==> config.mk <==
export PLATFORM = sky130hd
export DESIGN_NAME = serial_alu_seq_flat
export DESIGN_NICKNAME = d
export VERILOG_FILES = /design/src/rtl/serial_alu_pkg.sv /design/src/rtl/serial_alu_seq_if.sv /design/src/rtl/alu_bit_slice.sv /design/src/rtl/serial_alu_seq.sv /design/src/flat_wrapper.sv
export SDC_FILE = /design/constraint.sdc
export NUM_CORES = 1
export LEC_CHECK = 0
export CAP_MARGIN = 0
export CORE_MARGIN = 4
export CORE_UTILIZATION = 30
export DETAILED_ROUTE_END_ITERATION = 8
export HOLD_SLACK_MARGIN = 0.12
export MAX_ROUTING_LAYER = met4
export SYNTH_ARGS = -nofsm -noshare
export SYNTH_HDL_FRONTEND = slang
export SYNTH_SLANG_ARGS = --single-unit
==> constraint.sdc <==
create_clock -name clk -period 1.4 [get_ports clk]
set_clock_uncertainty 0.05 [all_clocks]
set_input_delay 0.28 -clock clk [delete_from_list [all_inputs] [get_ports clk]]
set_output_delay 0.28 -clock clk [all_outputs]
set_load 0.05 [all_outputs]
==> src/rtl/serial_alu_pkg.sv <==
// serial_alu_pkg: shared types and helpers for the bit-serial ALU sequencer.
//   op_t    - opcode encoding carried on the input handshake
//   state_t - sequencer FSM state, also exported on the debug state port
//   clog2   - width of the bit counter for a given operand width
package serial_alu_pkg;

  typedef enum logic [1:0] {
    OP_AND = 2'b00,
    OP_OR  = 2'b01,
    OP_ADD = 2'b10,
    OP_SUB = 2'b11
  } op_t;

  typedef enum logic [1:0] {
    S_IDLE = 2'b00,
    S_RUN  = 2'b01,
    S_DONE = 2'b10
  } state_t;

  function automatic int clog2(input int n);
    int r;
    r = 0;
    while ((1 << r) < n) r++;
    return r;
  endfunction

endpackage

==> src/rtl/serial_alu_seq_if.sv <==
// serial_alu_seq_if: operand and result handshakes of the serial ALU.
//
// Handshake rule (both channels): a transfer happens on a rising clk edge
// where valid && ready are both 1. The source holds valid and its payload
// stable until that edge; ready never depends combinationally on valid.
//
//   in_valid/in_ready : operand channel, payload op, a, b
//   out_valid/out_ready : result channel, payload result, carry
//                         (plus zero, ovf when SERIAL_ALU_FLAGS_EN is defined)
// master = operand source / result consumer, slave = the sequencer.
interface serial_alu_seq_if
  import serial_alu_pkg::*;
#(
  parameter int WIDTH = 8
);
  logic             in_valid;
  logic             in_ready;
  op_t              op;
  logic [WIDTH-1:0] a;
  logic [WIDTH-1:0] b;
  logic             out_valid;
  logic             out_ready;
  logic [WIDTH-1:0] result;
  logic             carry;

`ifdef SERIAL_ALU_FLAGS_EN
  logic             zero;
  logic             ovf;

  modport master (
    output in_valid, op, a, b, out_ready,
    input  in_ready, out_valid, result, carry, zero, ovf
  );

  modport slave (
    input  in_valid, op, a, b, out_ready,
    output in_ready, out_valid, result, carry, zero, ovf
  );
`else
  modport master (
    output in_valid, op, a, b, out_ready,
    input  in_ready, out_valid, result, carry
  );

  modport slave (
    input  in_valid, op, a, b, out_ready,
    output in_ready, out_valid, result, carry
  );
`endif

endinterface

==> src/rtl/alu_bit_slice.sv <==
// alu_bit_slice: purely combinational one-bit ALU slice.
//   a, b : operand bits (b already inverted by the caller for SUB)
//   cin  : carry into this bit
//   op   : opcode
//   y    : logic / sum output
//   cout : carry out (always 0 for AND/OR)
module alu_bit_slice
  import serial_alu_pkg::*;
(
  input  logic a,
  input  logic b,
  input  logic cin,
  input  op_t  op,
  output logic y,
  output logic cout
);

  always_comb begin
    y    = 1'b0;
    cout = 1'b0;
    unique case (op)
      OP_AND: y = a & b;
      OP_OR:  y = a | b;
      default: begin
        // ADD and SUB are the same full adder; SUB differs only in b' and cin seed
        y    = a ^ b ^ cin;
        cout = (a & b) | (a & cin) | (b & cin);
      end
    endcase
  end

endmodule

==> src/rtl/serial_alu_seq.sv <==
// serial_alu_seq: bit-serial ALU sequencer.
// Captures an operand pair on the input handshake, streams it LSB-first
// through one alu_bit_slice (carry kept in carry_q between bits), and
// presents the reassembled result on the output handshake.
//
// Ports:
//   clk, rst_n : clock, asynchronous active-low reset
//   bus        : serial_alu_seq_if.slave (operand and result channels)
//   state      : current FSM state, for debug/observation
//
// Optional build macro SERIAL_ALU_FLAGS_EN adds the zero and ovf flags,
// registered on entry to DONE and held with the result.
module serial_alu_seq
  import serial_alu_pkg::*;
#(
  parameter int WIDTH = 8
) (
  input  logic              clk,
  input  logic              rst_n,
  serial_alu_seq_if.slave   bus,
  output state_t            state
);

  localparam int CW = clog2(WIDTH);

  state_t           state_q;
  logic [CW-1:0]    cnt_q;
  logic [WIDTH-1:0] a_q;
  logic [WIDTH-1:0] b_q;
  logic [WIDTH-1:0] result_q;
  op_t              op_q;
  logic             carry_q;

  logic             arith;
  logic             b_bit;
  logic             y;
  logic             cout;
  logic [WIDTH-1:0] result_next;

  assign arith       = (op_q == OP_ADD) || (op_q == OP_SUB);
  // Two's-complement subtract: a + ~b + 1, with the +1 seeded into carry_q
  assign b_bit       = b_q[0] ^ (op_q == OP_SUB);
  assign result_next = {y, result_q[WIDTH-1:1]};

  alu_bit_slice u_slice (
    .a    (a_q[0]),
    .b    (b_bit),
    .cin  (carry_q),
    .op   (op_q),
    .y    (y),
    .cout (cout)
  );

`ifdef SERIAL_ALU_FLAGS_EN
  logic zero_q;
  logic ovf_q;
`endif

  always_ff @(posedge clk or negedge rst_n) begin
    if (!rst_n) begin
      state_q  <= S_IDLE;
      cnt_q    <= '0;
      a_q      <= '0;
      b_q      <= '0;
      result_q <= '0;
      op_q     <= OP_AND;
      carry_q  <= 1'b0;
`ifdef SERIAL_ALU_FLAGS_EN
      zero_q   <= 1'b0;
      ovf_q    <= 1'b0;
`endif
    end else begin
      unique case (state_q)
        S_IDLE: begin
          if (bus.in_valid) begin
            a_q     <= bus.a;
            b_q     <= bus.b;
            op_q    <= bus.op;
            cnt_q   <= '0;
            carry_q <= (bus.op == OP_SUB);
            state_q <= S_RUN;
          end
        end
        S_RUN: begin
          // Operand registers shift right so the current bit is always at [0]
          a_q      <= a_q >> 1;
          b_q      <= b_q >> 1;
          result_q <= result_next;
          carry_q  <= arith & cout;
          cnt_q    <= cnt_q + 1'b1;
          if (cnt_q == CW'(WIDTH - 1)) begin
            state_q <= S_DONE;
`ifdef SERIAL_ALU_FLAGS_EN
            zero_q  <= (result_next == '0);
            // At the MSB, carry_q is the carry into it and cout the carry out
            ovf_q   <= arith & (carry_q ^ cout);
`endif
          end
        end
        S_DONE: begin
          if (bus.out_ready) state_q <= S_IDLE;
        end
        default: state_q <= S_IDLE;
      endcase
    end
  end

  assign bus.in_ready  = (state_q == S_IDLE);
  assign bus.out_valid = (state_q == S_DONE);
  assign bus.result    = result_q;
  assign bus.carry     = carry_q;
`ifdef SERIAL_ALU_FLAGS_EN
  assign bus.zero      = zero_q;
  assign bus.ovf       = ovf_q;
`endif
  assign state         = state_q;

endmodule

==> src/flat_wrapper.sv <==
// flat-port wrapper written by rule: the top's interface ports become plain ports
module serial_alu_seq_flat import serial_alu_pkg::*;
#(
  parameter int WIDTH = 8
)
  (clk, rst_n, state, bus_in_valid, bus_op, bus_a, bus_b, bus_out_ready, bus_in_ready, bus_out_valid, bus_result, bus_carry);
  serial_alu_seq_if #(.WIDTH(WIDTH)) bus_i ();
  input  logic clk;
  input  logic rst_n;
  output state_t state;
  input wire logic [$bits(bus_i.in_valid)-1:0] bus_in_valid;
  input wire logic [$bits(bus_i.op)-1:0] bus_op;
  input wire logic [$bits(bus_i.a)-1:0] bus_a;
  input wire logic [$bits(bus_i.b)-1:0] bus_b;
  input wire logic [$bits(bus_i.out_ready)-1:0] bus_out_ready;
  output wire logic [$bits(bus_i.in_ready)-1:0] bus_in_ready;
  output wire logic [$bits(bus_i.out_valid)-1:0] bus_out_valid;
  output wire logic [$bits(bus_i.result)-1:0] bus_result;
  output wire logic [$bits(bus_i.carry)-1:0] bus_carry;
  assign bus_i.in_valid = bus_in_valid;
  assign bus_i.op = bus_op;
  assign bus_i.a = bus_a;
  assign bus_i.b = bus_b;
  assign bus_i.out_ready = bus_out_ready;
  assign bus_in_ready = bus_i.in_ready;
  assign bus_out_valid = bus_i.out_valid;
  assign bus_result = bus_i.result;
  assign bus_carry = bus_i.carry;
  serial_alu_seq #(.WIDTH(WIDTH)) u_core (.clk(clk), .rst_n(rst_n), .bus(bus_i), .state(state));
endmodule
After elaboration in Yosys (flattened, before gate mapping)
Cells that the tools add are included.

Logic and storage cells: 50. Input port bits: 22. Register bits: 32.

Bitwise logic cells: 10. Eq/ne operators: 10. Multiplexer cells: 14. Add/subtract/negate cells: 1. Reduce and logical (&&, ||, !) cells: 8.

Operators by type and width (number): $pmux W8 S2 (2); $mux W8 (2); $eq A2 B2 Y1 const B (4); $mux W2 (3); $pmux W2 S3 (1); $pmux W3 S2 (1); $and A1 B1 Y1 (4); $eq A2 B1 Y1 const B (2); $logic_not A2 Y1 (2); $ne A2 B2 Y1 const B (2); $pmux W1 S2 (2); $reduce_and A2 Y1 (2); $add A3 B1 Y3 const B (1); $eq A3 B3 Y1 const B (1); $mux W3 (1); $or A1 B1 Y1 (3); $reduce_and A3 Y1 (1); $xor A1 B1 Y1 (3); $mux W1 (2); $ne A2 B1 Y1 const B (1); $reduce_bool A2 Y1 (1); $reduce_or A2 Y1 (1); $logic_or A1 B1 Y1 (1).

Logic depth before layout (Yosys ltp)
Word-level depth: 8. Depth in mapped cells: 7. Depth with buffers taken out: 7.

Cells and area by module
A second synthesis with hierarchy kept.

Cell total of the unflattened synthesis: 170. Area total of the unflattened synthesis: 1594.0 um^2.

Modules (own cells, without submodules): serial_alu_seq (area each 1506.4 um^2, instances 1, sequential area each 800.8 um^2, cells each 159); alu_bit_slice (area each 87.6 um^2, instances 1, sequential area each 0.0 um^2, cells each 11).

Worst setup path after synthesis
No wires, ideal clock.

Kind: register to register. Start: reg u_core.state_q[1] (netlist: u_core.state[1]). End: reg u_core.state_q[1] (netlist: u_core.state[1]). Setup time: 0.067 ns. Cell stages (with the launch flop): 3. Arrival time: 1.764 ns. Slack: -0.481 ns. Buffers on the path: 0. Period minus slack after synthesis: 1.881 ns. Cell sequence: dfrtp_1 > nor2b_1 > a22o_1.

Word-level cells in the longest chain between the ends: 3. Elaborated cells between the ends (all ways): 8. Those cells by class: eq/ne: 5; mux: 1; reduce/logical: 2.

Ends and longest elaborated chain: start: declaration (RTL line serial_alu_seq.sv:26) `state_t state_q;`; start signal: assignment (RTL line serial_alu_seq.sv:61) `state_q <= S_IDLE;`; start signal: assignment (RTL line serial_alu_seq.sv:81) `state_q <= S_RUN;`; start signal: assignment (RTL line serial_alu_seq.sv:92) `state_q <= S_DONE;`; $eq A2 B2 Y1 (*); named net bus_out_valid (RTL line flat_wrapper.sv:17) `output wire logic [$bits(bus_i.out_valid)-1:0] bus_out_valid;`; $ne A2 B2 Y1 (no source line); $reduce_and A3 Y1 (no source line).

The timed path passes the listed nets; every way through them passes the cells marked *. A chain may end at the register's enable or synchronous reset.

Final worst setup path
Start: reg u_core.state_q[0] (netlist: u_core.state[0]). End: out bus_out_valid.

Word-level cells in the longest chain between the ends: 1.

Ends and longest elaborated chain: $eq A2 B2 Y1 (RTL line serial_alu_seq.sv:109) `assign bus.out_valid = (state_q == S_DONE);`; end: declaration (RTL line flat_wrapper.sv:17).

Every way passes these cells.

==> results_dict.tcl <==
set metrics [dict create \
    rsz0062_at_grt "yes" \
    cp_data_required_time_ps 1070 \
    portBuffers 34 \
    synth_cell_type_count 20 \
    min_path_type "in2async" \
    synth_edf_count 0 \
    cts-root-buf "clkbuf_8" \
    min_period_over_period_pct 109 \
    grt_pass1_vias 1295 \
    dr.first_iter.drc_count 75 \
    ios 35 \
    grt-ovfl-total 0 \
    postPlaceCellArea_um2 2160 \
    status "finished with violations" \
    end_kind "primary output" \
    firstDrtPassIters 4 \
    die_x_um 79.9 \
    drive_above_1_share_pct 36.7 \
    syn_to_final_growth_pct 59.6 \
    synth.top_cell.area_share_pct 51.7 \
    violations "negative setup slack" \
    grt_start_max_net_pins 33 \
    synth_area_um2 1550 \
    grt_usage_pct 12.8 \
    synthTopCellsByArea "dfrtp_1 (52%), nand2_1 (15%), nand3_2 (8.4%), nand3_1 (7.1%), ha_1 (3.2%)" \
    wl_per_cell_um 14.0 \
    start_util_pct 32.0 \
    grt_pass1_wl_um 6150 \
    cp.arrival_ps 1200 \
    h-tree-depth 2 \
    yosysMostFrequentCell "nand2_1" \
    routed_wl_um 3940 \
    synth_nets 193 \
    die_area_um2 6380 \
    vdd_drop_max_v 0.000754 \
    syn_avg_cell_area_um2 9.34 \
    setup_viol 25 \
    antennaDiodeCount 0 \
    syn_inst 166 \
    numCtsBuffers 5 \
    setup_tns_ps -1510 \
    worst_pin_slew_ps 386 \
    critical_path_class "reg2out" \
    fin_area_um2 2470 \
    drc 0 \
    clock.fmax_mhz 654 \
    synth_common_cells "nand2_1 (63), dfrtp_1 (32), nand3_1 (22)" \
    clock_path_buffers 2 \
    ant_nets 0 \
    yosys_warnings 0 \
    cts_hold_buf 0 \
    ys.flop_type "dfrtp_1" \
    core_region_area_um2 4850 \
    path_clk_slew_ps 60 \
    layout.nets 241 \
    finalHoldViolations 0 \
    max_cap_viol_count 0 \
    slew_violations 0 \
    max_slew_margin_pct 74.2 \
    ys_seq_area_share_pct 51.7 \
    crit_fanout 7 \
    yosysTopAreaCell "dfrtp_1" \
    clock_latency_ps 280 \
    start_kind "flop" \
    setup_ws_ps -130 \
    fp-row-count 25 \
    antenna_found_initial 0 \
    hpwl_um 2290 \
    gp_congestion 0.721 \
    vias 1317 \
    p_total_mw 5.82 \
    die_h_um 79.9 \
    vias_per_cell 4.67 \
    ys_seq_elements 32 \
    p_leak_nw 1.18 \
    p_per_area_nw_per_um2 2350 \
    async_flop_share_pct 100 \
    cts_tree "done" \
    period_needed_ps 1530 \
    clock-sinks 32 \
]
## where the power goes
part | switching, mW | total, mW | internal (mW)
combinational | 1.73 | 3.17 | 1.44
clock | 0.329 | 0.956 | 0.628
sequential | 0.349 | 1.69 | 1.34
total | 2.40 | 5.82 | 3.41
## per-layer routing
layer / share of wire [%] / vias to the layer above / global-route usage (%) / wire length [um]
met5: 0 / - / - / 0
met4: 1.5 / 0 / 4.73 / 61
met3: 4.0 / 6 / 3.50 / 157
met2: 50 / 24 / 20.2 / 1960
met1: 45 / 650 / 15.8 / 1760
li1: - / 637 / - / -
## through the flow
stage                     setup slack, ps  hold WS, ps  util, %  instances
final                                -130          313     51.0        282
after global routing                 -170          305     51.0        282
after CTS                            -136          314     47.7        276
after detailed placement             -306          430     44.5        266
after global placement               -277          421     44.5        266
after floorplan                     -46.4        -65.6        -        166
## final cells by class
| class | count | area (um^2) |
|---|---|---|
| Multi-Input combinational cell | 122 | 816 |
| Clock inverter | 1 | 30.0 |
| Clock buffer | 7 | 96.3 |
| Sequential cell | 32 | 807 |
| Timing Repair Buffer | 49 | 627 |
| Inverter | 4 | 15.0 |
| Tap cell | 67 | 83.8 |
| Fill cell | 437 | 2370 |
## critical path: stages (launching register included)
cell	delay, ps
dfrtp_4	480
buf_8	150
nor2b_4	140
buf_12	140
## kinds of logic (layout without fill, tap and decap cells)
group                    Yosys count  count (layout)  synth area share, %
flip-flops                        32              32                 51.7
adder cells (fa/ha/maj)            5               5                 4.52
XOR/XNOR                           1               1                0.565
buffers and inverters             14              61                 5.65
AO/OA/AOI/OAI                      7               7                 2.74
AND/OR/NAND/NOR                  107             109                 34.9
## path summary, 6_finish.rpt
kind	startpoint	end	slack (ps)	cells after the start
max	u_core.state[0]	bus_out_valid	-130	3
min	rst_n	u_core.bus.result[0]	310	2
max reg2reg	u_core.state[0]	u_core.a_q[1]	-100	4
min reg2reg	u_core.b_q[3]	u_core.b_q[2]	450	2
max in group asynchronous	rst_n	u_core.state[0]	780	2
min in group clk	u_core.b_q[3]	u_core.b_q[2]	450	2
## state kept, by name (all words and copies together), names as in the netlist
signal and cells:
u_core.a_q 8, u_core.b_q 8, u_core.bus.result 8, u_core.cnt_q 3, u_core.op_q 2, u_core.state 2
u_core.bus.carry 1
## placed cells by master (no fill, tap or decap), types with 4 or more instances in the layout
master,synthesis,layout
nand3_2,13,26
clkbuf_8,0,7
ha_1,4,4
clkdlybuf4s50_1,0,21
nand3_1,22,9
dfrtp_1,32,29
buf_12,0,15
buf_4,4,9
inv_1,4,4
nand2_1,63,60
## repair_timing
action	in CTS	in global routing
buffers inserted	1	3
setup endpoints to repair	34	26
resized for setup	4	27
pin swaps	3	5
gates cloned	1	3
Power figures use the tool's default switching activity.
